$ cat src/rtl/inference_ctrl.sv
// rtl/inference_ctrl.sv - frame-level inference sequencer with ifmap BRAM read arbitration
// Optional watchdog on a hung accelerator: define INFER_CTRL_WDT_EN.
module inference_ctrl #(
   parameter int               ADDR_W     = 10,
   parameter int               DATA_W     = 8,
   parameter int               CLS_W      = 4,
   parameter logic [CLS_W-1:0] RESULT_RST = CLS_W'(4'hF),
   parameter int               TMO_CYC    = 1048575
) (
   input  logic              clock,
   input  logic              reset,
   input  logic              frame_abort,
   input  logic              bram_ready,
   input  logic              acc_read_en,
   input  logic [ADDR_W-1:0] acc_read_addr,
   output logic [DATA_W-1:0] acc_data,
   output logic              acc_enable,
   output logic              acc_soft_reset,
   input  logic [CLS_W-1:0]  acc_out,
   input  logic              acc_out_valid,
   input  logic              dbg_read_req,
   input  logic [ADDR_W-1:0] dbg_read_addr,
   output logic              dbg_read_grant,
   output logic              dbg_read_valid,
   output logic [DATA_W-1:0] dbg_read_data,
   output logic [ADDR_W-1:0] bram_read_addr,
   input  logic [DATA_W-1:0] bram_data,
   output logic [CLS_W-1:0]  result,
   output logic              result_valid,
   output logic              busy,
   output logic              timeout,
   output logic [7:0]        frame_count
);

   typedef enum logic [2:0] {S_IDLE, S_ARM, S_RUN, S_DONE, S_ABORT} state_t;

   state_t            state_q, state_d;
   logic              acc_enable_q;
   logic              dbg_valid_q;
   logic [DATA_W-1:0] dbg_data_q;
   logic [CLS_W-1:0]  result_q, result_d;
   logic              result_valid_q, result_valid_d;
   logic [7:0]        frame_count_q, frame_count_d;
   logic              wdt_hit;
   logic              take_timeout;
   logic              dbg_grant;

   // The accelerator always addresses the BRAM directly in RUN, its strobe is informational only.
   logic unused_acc_read_en;
   assign unused_acc_read_en = acc_read_en;

`ifdef INFER_CTRL_WDT_EN
   localparam logic [19:0] WdtLimit = 20'(TMO_CYC);

   logic [19:0] wdt_q, wdt_d;
   logic        timeout_q, timeout_d;

   assign wdt_hit = (state_q == S_RUN) && ((wdt_q + 20'd1) == WdtLimit);

   always_comb begin
      wdt_d     = wdt_q;
      timeout_d = timeout_q;
      if (state_d == S_ARM) begin
         wdt_d     = '0;
         timeout_d = 1'b0;
      end else if (state_q == S_RUN) begin
         wdt_d = wdt_q + 20'd1;
      end
      if (take_timeout) begin
         timeout_d = 1'b1;
      end
   end

   always_ff @(posedge clock or posedge reset) begin
      if (reset) begin
         wdt_q     <= '0;
         timeout_q <= 1'b0;
      end else begin
         wdt_q     <= wdt_d;
         timeout_q <= timeout_d;
      end
   end

   assign timeout = timeout_q;
`else
   logic unused_tmo;
   assign unused_tmo = (TMO_CYC == 0);
   assign wdt_hit    = 1'b0;
   assign timeout    = 1'b0;
`endif

   // Abort outranks everything, including a result arriving in the same cycle.
   always_comb begin
      state_d        = state_q;
      result_d       = result_q;
      result_valid_d = result_valid_q;
      frame_count_d  = frame_count_q;
      take_timeout   = 1'b0;
      if (frame_abort) begin
         state_d = S_ABORT;
      end else begin
         case (state_q)
            S_IDLE: begin
               if (bram_ready) state_d = S_ARM;
            end
            S_ARM: begin
               state_d = S_RUN;
            end
            S_RUN: begin
               if (acc_out_valid) begin
                  state_d        = S_DONE;
                  result_d       = acc_out;
                  result_valid_d = 1'b1;
                  frame_count_d  = frame_count_q + 8'd1;
               end else if (wdt_hit) begin
                  state_d      = S_DONE;
                  result_d     = RESULT_RST;
                  take_timeout = 1'b1;
               end
            end
            S_DONE: begin
               if (!bram_ready) state_d = S_IDLE;
            end
            S_ABORT: begin
               state_d = S_IDLE;
            end
            default: begin
               state_d = S_IDLE;
            end
         endcase
      end
      if ((state_d == S_ARM) || (state_d == S_ABORT)) begin
         result_valid_d = 1'b0;
      end
   end

   assign dbg_grant = (state_q != S_RUN) && dbg_read_req;

   always_ff @(posedge clock or posedge reset) begin
      if (reset) begin
         state_q        <= S_IDLE;
         acc_enable_q   <= 1'b0;
         dbg_valid_q    <= 1'b0;
         dbg_data_q     <= '0;
         result_q       <= RESULT_RST;
         result_valid_q <= 1'b0;
         frame_count_q  <= 8'd0;
      end else begin
         state_q        <= state_d;
         acc_enable_q   <= (state_d == S_RUN);
         dbg_valid_q    <= dbg_grant;
         result_q       <= result_d;
         result_valid_q <= result_valid_d;
         frame_count_q  <= frame_count_d;
         if (dbg_valid_q) begin
            dbg_data_q <= bram_data;
         end
      end
   end

   // BRAM data lands one cycle after the granted address; present it then and hold it afterwards.
   assign dbg_read_data  = dbg_valid_q ? bram_data : dbg_data_q;
   assign dbg_read_valid = dbg_valid_q;
   assign dbg_read_grant = dbg_grant;
   assign bram_read_addr = (state_q == S_RUN) ? acc_read_addr : dbg_read_addr;
   assign acc_data       = bram_data;
   assign acc_enable     = acc_enable_q;
   assign acc_soft_reset = (state_q == S_ARM) || (state_q == S_ABORT);
   assign busy           = (state_q == S_ARM) || (state_q == S_RUN);
   assign result         = result_q;
   assign result_valid   = result_valid_q;
   assign frame_count    = frame_count_q;

endmodule

$ cat config.mk
export PLATFORM = sky130hd
export DESIGN_NAME = inference_ctrl
export DESIGN_NICKNAME = d
export VERILOG_FILES = /design/src/rtl/inference_ctrl.sv
export SDC_FILE = /design/constraint.sdc
export NUM_CORES = 1
export LEC_CHECK = 0
export BUFFER_PORTS_ARGS = -buffer_cell sky130_fd_sc_hd__buf_2
export CAP_MARGIN = 20
export CORE_UTILIZATION = 42
export DETAILED_ROUTE_END_ITERATION = 8
export GPL_TIMING_DRIVEN = 0
export MAX_ROUTING_LAYER = met4
export PLACE_DENSITY = 0.79
export SLEW_MARGIN = 20
export SYNTH_ARGS = -nofsm -noshare
export SYNTH_HDL_FRONTEND = slang
export SYNTH_SLANG_ARGS = --single-unit
$ cat constraint.sdc
create_clock -name clock -period 2 [get_ports clock]
set_input_delay 0.2 -clock clock [delete_from_list [all_inputs] [get_ports clock]]
set_output_delay 0.2 -clock clock [all_outputs]
set_load 0.05 [all_outputs]
[Yosys cells after proc, flatten, opt, wreduce, memory -nomap -nowiden]
Index checks and enable logic that the tools add are counted.
Word-level totals
  flip-flop bits (word level): 26
  input port bits: 39
  output and inout bits: 45
  logic and storage cells: 38
Cells by class
  $add $sub $neg: 1
  eq/ne operators: 9
  mux-type cells: 11
  bitwise gates (word level): 1
  reduce and logical (&&, ||, !) cells: 9
Operators with widths (count)
  $mux W3: 4
  $pmux W3 S4: 1
  $mux W10: 1
  $eq A3 B2 Y1 const B: 3
  $add A8 B1 Y8 const B: 1
  $mux W8: 1
  $eq A3 B1 Y1 const B: 2
  $eq A3 B3 Y1 const B: 2
  $reduce_and A3 Y1: 2
  $mux W1: 4
  $reduce_bool A2 Y1: 2
  $logic_not A3 Y1: 1
  $logic_or A1 B1 Y1: 3
  $ne A3 B2 Y1 const B: 1
  $ne A2 B1 Y1 const B: 1
  $logic_and A1 B1 Y1: 1
  $not A1 Y1: 1

[Logic depth before layout (Yosys ltp)]
Gate-level depths: netlist of the first run.
  word-level depth: 7
  depth in mapped cells: 6
  mapped depth without buffers: 4

[Worst setup path before layout of the first run]
No wires, ideal clock.
  path kind: reg-to-reg
  from: register state_q[2]
  to: register frame_count_q[1], in the netlist frame_count[1]
  library setup time: 0.125 ns
  arrival: 1.734 ns
  required time: 1.875 ns
  slack: 0.140 ns
  cell stages (with the launch flop): 7
  path buffers: 3
  period minus slack after synthesis: 1.860 ns
  cells stage by stage: dfrtp_1 > buf_6 > or3b_1 > buf_6 > or3_1 > buf_6 > mux2_4
Between the ends
  word-level cells in the longest chain between the ends: 2
Ends and longest elaborated chain
  start, declared: line 37  | state_t state_q, state_d;
  start signal, assigned: line 149  | state_q <= state_d;
  $eq A3 B2 Y1: line 102  | case (state_q)
  $reduce_and A3 Y1 (no line)
  end signal, assigned: line 154  | frame_count_q <= frame_count_d;
  end, declared: line 43  | logic [7:0] frame_count_q, frame_count_d;
Every way passes these cells.
A chain may end at the register's enable or synchronous reset.

[Worst setup path in the final report of the first run]
  from: register state_q[1]
  to: output port bram_read_addr[5]
Between the ends
  word-level cells in the longest chain between the ends: 2
Ends and longest elaborated chain
  $eq A3 B2 Y1: line 165  | assign bram_read_addr = (state_q == S_RUN) ? acc_read_addr : dbg_read_addr;
  $mux W10: line 165
  end, declared: line 26  | output logic [ADDR_W-1:0] bram_read_addr,
Every way passes these cells.

==> impl_metrics.json, run 1 <==
{
  "r2r_cells": 6,
  "internal_power_w": 0.000836,
  "synth_ff_type": "dfrtp_1",
  "area_growth_pct": 46.6,
  "grt_first_pass_wirelength_mm": 4.48,
  "drv_slew": 0,
  "ys_ff_latch": 26,
  "drtIter0Drc": 12,
  "drv_cap": 0,
  "clk_pin_slew_ps": 130,
  "crit_fanout": 5,
  "rsz0062_at_grt": "true",
  "pwr-share-clk_pct": 19.5,
  "ys_warn_count": 0,
  "numPortBuffers": 80,
  "clock_skew_ps": 0.765,
  "cts_max_level": 1,
  "final_design_area_no_fill_sq_um": 1960,
  "p_leak_nw": 1.06,
  "period_needed_ps": 2050,
  "cts_root_buf": "clkbuf_4",
  "p_seq_share_pct": 45.2,
  "grt_max_degree": 27,
  "fin_crit_sh_pct": 103,
  "grt_use_total_pct": 17.7,
  "layout-drive-gt1-share_pct": 66.7,
  "setup.worst_path.start_class": "register",
  "clock-sinks": 26,
  "start_util_pct": 44.1,
  "first_global_vias": 1102,
  "irDropWorstVdd_uv": 265,
  "yosys.cell_types.count": 30,
  "crit-reg2reg-launch": "state_q[1]",
  "cts_tree": "built",
  "io_pins": 84,
  "cp_slowest_cell": "or3b_4",
  "antenna_found_initial": 0,
  "final_hold_viol_count": 0,
  "worstMarginPinSlew_ps": 913,
  "postPlaceCellArea_sq_um": 1790,
  "synth_edf_count": 0,
  "r2r_end": "frame_count[1]",
  "outcome": "finished, violations left",
  "power_w": 0.00131,
  "gp_congestion": 0.726,
  "async_reset_ff_share_pct": 100,
  "max_slew_margin_pct": 39.0,
  "routedWlPerCell_um": 11.4,
  "postCtsHoldBufs": 0,
  "worst-r2r-setup-slack_ps": 80,
  "vias_per_cell": 4.62,
  "cp_slowest_stage_delay_ps": 410,
  "min_path_type": "in -> async",
  "rows": 20,
  "powerDensity_nw_per_um2": 667,
  "synth_nets": 151,
  "clock_latency_ps": 310,
  "finalWorstSetupSlack_ps": -53.8,
  "die_h_um": 58.4,
  "syn_inst": 111,
  "swShare_pct": 36.0,
  "synth-seq-area-share_pct": 49.1,
  "max_freq_ghz": 0.487,
  "violations": "negative setup slack",
  "cts_buffers": 3,
  "dieArea_sq_um": 3410,
  "setup_violations": 10,
  "drt_wl_total_mm": 2.75,
  "first_pass_iters": 6,
  "drcViolationCount": 0,
  "cp.arrival_ps": 1850,
  "end_kind": "primary output",
  "antenna_left": 0,
  "clockBufferDepth": 2,
  "syn_area_per_cell_sq_um": 12.0,
  "p_sw_w": 0.000470,
  "num-fill-cells": 254,
  "num_antenna_cells": 0,
  "dpl.hpwl_mm": 2.08,
  "vias": 1117,
  "criticalPathCategory": "reg -> out",
  "coreArea_sq_um": 3030,
  "gr-total-overflow": 0,
  "syn_area_sq_um": 1340,
  "crit_chain": "buf_6 > or3b_4 > clkbuf_16 > mux2_4 > buf_8",
  "worstPathRequired_ps": 1800,
  "comb_power_share_pct": 35.3,
  "die_x_um": 58.4,
  "final_nets": 239
}
==> Yosys cell counts (all sizes together), types with 2 or more instances <==
master  number  area (sq um)
inv          3          11.3
xnor2        3          26.3
mux2        23           278
clkbuf       4          15.0
nand2        2          7.51
nor3         5          25.0
buf         14           114
nand3        3          15.0
nor4         2          12.5
dfrtp       22           551
nor2         5          18.8
a21oi        2          10.0
dfstp        4           105
xor2         6          52.6
==> cell usage in the layout, fill, tap and decap left out, drive strengths merged <==
cell type  Yosys  routed
a21oi          2       2
a22oi          1       1
a31oi          1       1
and2           1       1
and2b          1       1
buf           14      96
clkbuf         4       9
conb           1       1
dfrtp         22      22
dfstp          4       4
ha             1       1
inv            3       3
mux2          23      23
nand2          2       2
nand3          3       3
nand3b         1       1
nand4b         1       1
nor2           5       5
nor2b          1       1
nor3           5       5
nor4           2       2
o21ai          1       1
o41ai          1       1
or3            1       1
or3b           1       1
xnor2          3       3
xor2           6       6
==> worst max-delay path: cells and delay by family, from the launching register on <==
family	cells	cell delay, ps
buffers and inverters	3	430
flip-flops	1	370
AND/OR/NAND/NOR	1	410
multiplexers	1	310
==> per-layer routing <==
layer	up-vias	GRT usage, %	wire (um)
met3	3	2.20	177
met2	65	32.0	1390
li1	540	-	-
met1	509	19.7	1150
met5	-	-	0
met4	0	7.14	23
==> state kept, by name, indices dropped and copies added, names as in the netlist <==
| register | flops |
|---|---|
| dbg_data_q | 8 |
| frame_count | 8 |
| result | 4 |
| state_q | 3 |
| acc_enable | 1 |
| dbg_read_valid | 1 |
| result_valid | 1 |
==> logic make-up after synthesis <==
| kind of cell | share of synthesized area, % |
|---|---|
| flops | 49.1 |
| simple gates | 9.74 |
| xor+xnor | 5.90 |
| buf+inv | 10.5 |
| mux | 20.8 |
| other cells | 0.281 |
| fa+ha+maj | 0.936 |
| compound gates | 2.81 |
==> layout make-up <==
cell class | count | area [sq um] | area share (%)
plain buffers | 15 | 126 | 6.45
clock buffers | 4 | 36.3 | 1.85
inverters | 3 | 11.3 | 0.575
multi-input cells | 64 | 549 | 28.0
flip-flops and latches | 26 | 657 | 33.5
well taps | 44 | 55.1 | 2.81
repair buffers | 86 | 524 | 26.8
==> stage by stage <==
stage	hold slack (ps)	worst slack (ps)	setup TNS [ps]	util [%]	std cells
after detailed placement	432	-15.9	-39.4	59.2	235
after global routing	90.3	-124	-913	64.7	242
after global placement	428	17.6	0	59.2	235
after floorplan	237	140	0	-	111
after CTS	95.3	-141	-1110	65.0	243
final	62.7	-53.8	-156	64.7	242
==> worst max path at each step <==
| stage | start | end | slack [ps] |
|---|---|---|---|
| after global placement | state_q[0] | bram_read_addr[8] | 20 |
| after detailed placement | state_q[2] | bram_read_addr[5] | -20 |
| after floorplan | state_q[2] | frame_count[1] | 140 |
| after CTS | state_q[2] | bram_read_addr[5] | -140 |
| after global routing | state_q[1] | bram_read_addr[5] | -120 |
| final | state_q[1] | bram_read_addr[5] | -50 |
==> power groups by stage <==
stage               logic [W]  clock network (W)  registers (W)
floorplan            0.000266                  0       0.000668
global placement     0.000434                  0       0.000597
detailed placement   0.000438                  0       0.000601
CTS                  0.000466           0.000266       0.000591
global route         0.000485           0.000286       0.000595
finish               0.000461           0.000255       0.000591
==> repair_timing <==
item / in CTS / in global routing
pin swaps: 1 / 1
cloned: 1 / 0
buffers inserted: 4 / 1
resized for setup: 30 / 2
setup endpoints to repair: 11 / 16
Note: power is estimated with default switching activity, not from simulation.
==> inputs of run 2 (changes only) <==
Settings changed: CORE_ASPECT_RATIO set to 0.9, CORE_UTILIZATION 42 to 30, PLACE_DENSITY 0.79 to unset.
==> impl_metrics.json, run 2 (synthesis results as in run 1) <==
{
  "outcome": "finished, violations left",
  "violations": "negative hold slack, negative setup slack",
  "finalCoreUtilization_pct": 49.2,
  "dpl.hpwl_mm": 2.16,
  "end_kind": "primary output",
  "clock_latency_ps": 270,
  "crit_top_cell": "buf_6",
  "worstPathRequired_ps": 1800,
  "crit_chain": "buf_6 > or3b_1 > buf_6 > clkbuf_16 > mux2_4 > buf_8",
  "clk_pin_slew_ps": 90,
  "gp_congestion": 0.747,
  "final_hold_viol_count": 22,
  "p_leak_nw": 1.10,
  "layout_common_cells": "buf_2, dfrtp_1, mux2_2, buf_4, buf_6",
  "layout-drive-gt1-share_pct": 67.0,
  "antenna_found_initial": 0,
  "criticalPathCategory": "reg -> out",
  "fin_crit_sh_pct": 101,
  "max_slew_margin_pct": 63.8,
  "first_pass_iters": 4,
  "min_path_type": "in -> async",
  "cts_buffers": 3,
  "drtIter0Drc": 28,
  "vias": 1114,
  "rsz0062_at_grt": "true",
  "finalHoldWorstSlack_ps": -30.2,
  "rows": 22,
  "die_x_um": 72.4,
  "drv_slew": 0,
  "io_pins": 84,
  "gr-total-overflow": 0,
  "drcViolationCount": 0,
  "cp_slowest_stage_delay_ps": 350,
  "postCtsHoldBufs": 0,
  "pre_cts_ws_ps": -10.0,
  "drt_wl_total_mm": 2.97,
  "final_cells": 263,
  "finalWorstSetupSlack_ps": -22.1,
  "grt_first_pass_wirelength_mm": 4.49,
  "cp.arrival_ps": 1820,
  "clock_skew_ps": 1.33,
  "clock-sinks": 26,
  "setup.worst_path.start_class": "register",
  "first_global_vias": 1042,
  "coreArea_sq_um": 4180,
  "cts_max_level": 1,
  "grt_max_degree": 27,
  "dieArea_sq_um": 4730,
  "area_growth_pct": 53.9,
  "max_freq_ghz": 0.495,
  "clockBufferDepth": 2,
  "numPortBuffers": 80,
  "dp_cells": 251,
  "cp_slowest_cell": "dfrtp_1",
  "setup_violations": 1,
  "cts_tree": "built",
  "final_common_cell": "buf_2",
  "final_nets": 244,
  "antenna_left": 0,
  "crit_fanout": 5,
  "die_h_um": 65.3,
  "powerDensity_nw_per_um2": 722,
  "period_needed_ps": 2020,
  "grt_use_total_pct": 12.6,
  "start_util_pct": 31.9,
  "drv_cap": 0,
  "num-fill-cells": 415,
  "irDropWorstVdd_uv": 283,
  "finalSetupTns_ps": -22.1,
  "routedWlPerCell_um": 11.3,
  "cts_root_buf": "clkbuf_8",
  "vias_per_cell": 4.24,
  "power_w": 0.00149,
  "num_antenna_cells": 0,
  "worstMarginPinSlew_ps": 542
}
==> run 2: critical path, delay by kind of cell, from the launching register on <==
kind / cells / cell delay [ps]
muxes: 1 / 300
buffers and inverters: 4 / 550
DFF: 1 / 350
and+or+nand+nor: 1 / 350
==> run 2: layout make-up <==
| type | count | area [sq um] | area share (%) |
|---|---|---|---|
| Buffer | 16 | 138 | 6.69 |
| Clock buffer | 3 | 41.3 | 2.01 |
| Clock inverter | 1 | 30.0 | 1.46 |
| Inverter | 3 | 11.3 | 0.547 |
| Multi-Input combinational cell | 64 | 544 | 26.5 |
| Sequential cell | 26 | 657 | 31.9 |
| Tap cell | 60 | 75.1 | 3.65 |
| Timing Repair Buffer | 90 | 561 | 27.3 |
==> run 2: timing repair <==
item,CTS,global route
gates resized for setup,27,1
cloned,1,0
buffers inserted,4,5
endpoints found under the setup margin,9,16
pin swaps,1,1
==> run 2: layer usage <==
metal	track usage (%)	wire length, um	vias up
met4	5.88	53	0
met1	15.0	1270	504
met3	1.07	191	4
met5	-	0	-
met2	21.6	1450	55
li1	-	-	551
==> run 2: worst paths after layout <==
check / startpoint / endpoint / slack, ps / cells past startpoint
setup / recovery: state_q[1] / bram_read_addr[5] / -20 / 6
hold / removal: reset / frame_count[0] / -30 / 2
setup reg to reg: state_q[1] / frame_count[1] / 40 / 7
hold reg to reg: frame_count[7] / frame_count[7] / 470 / 1
max in group asynchronous: reset / state_q[0] / 1640 / 2
min in group clock: dbg_read_req / dbg_read_valid / 160 / 2
==> run 2: power by group <==
part           switching (W)  leakage [nW]  internal [W]
clock network       0.000164        0.0357      0.000268
logic               0.000309         0.748      0.000155
registers          0.0000194         0.321      0.000571
total               0.000493          1.10      0.000993
==> run 2: per-stage QoR <==
stage | hold slack [ps] | area [sq um]
global route | 21.4 | 2060
finish | -30.2 | 2060
detailed placement | 438 | 1810
global placement | 438 | 1810
floorplan | 237 | 1340
CTS | 156 | 2030
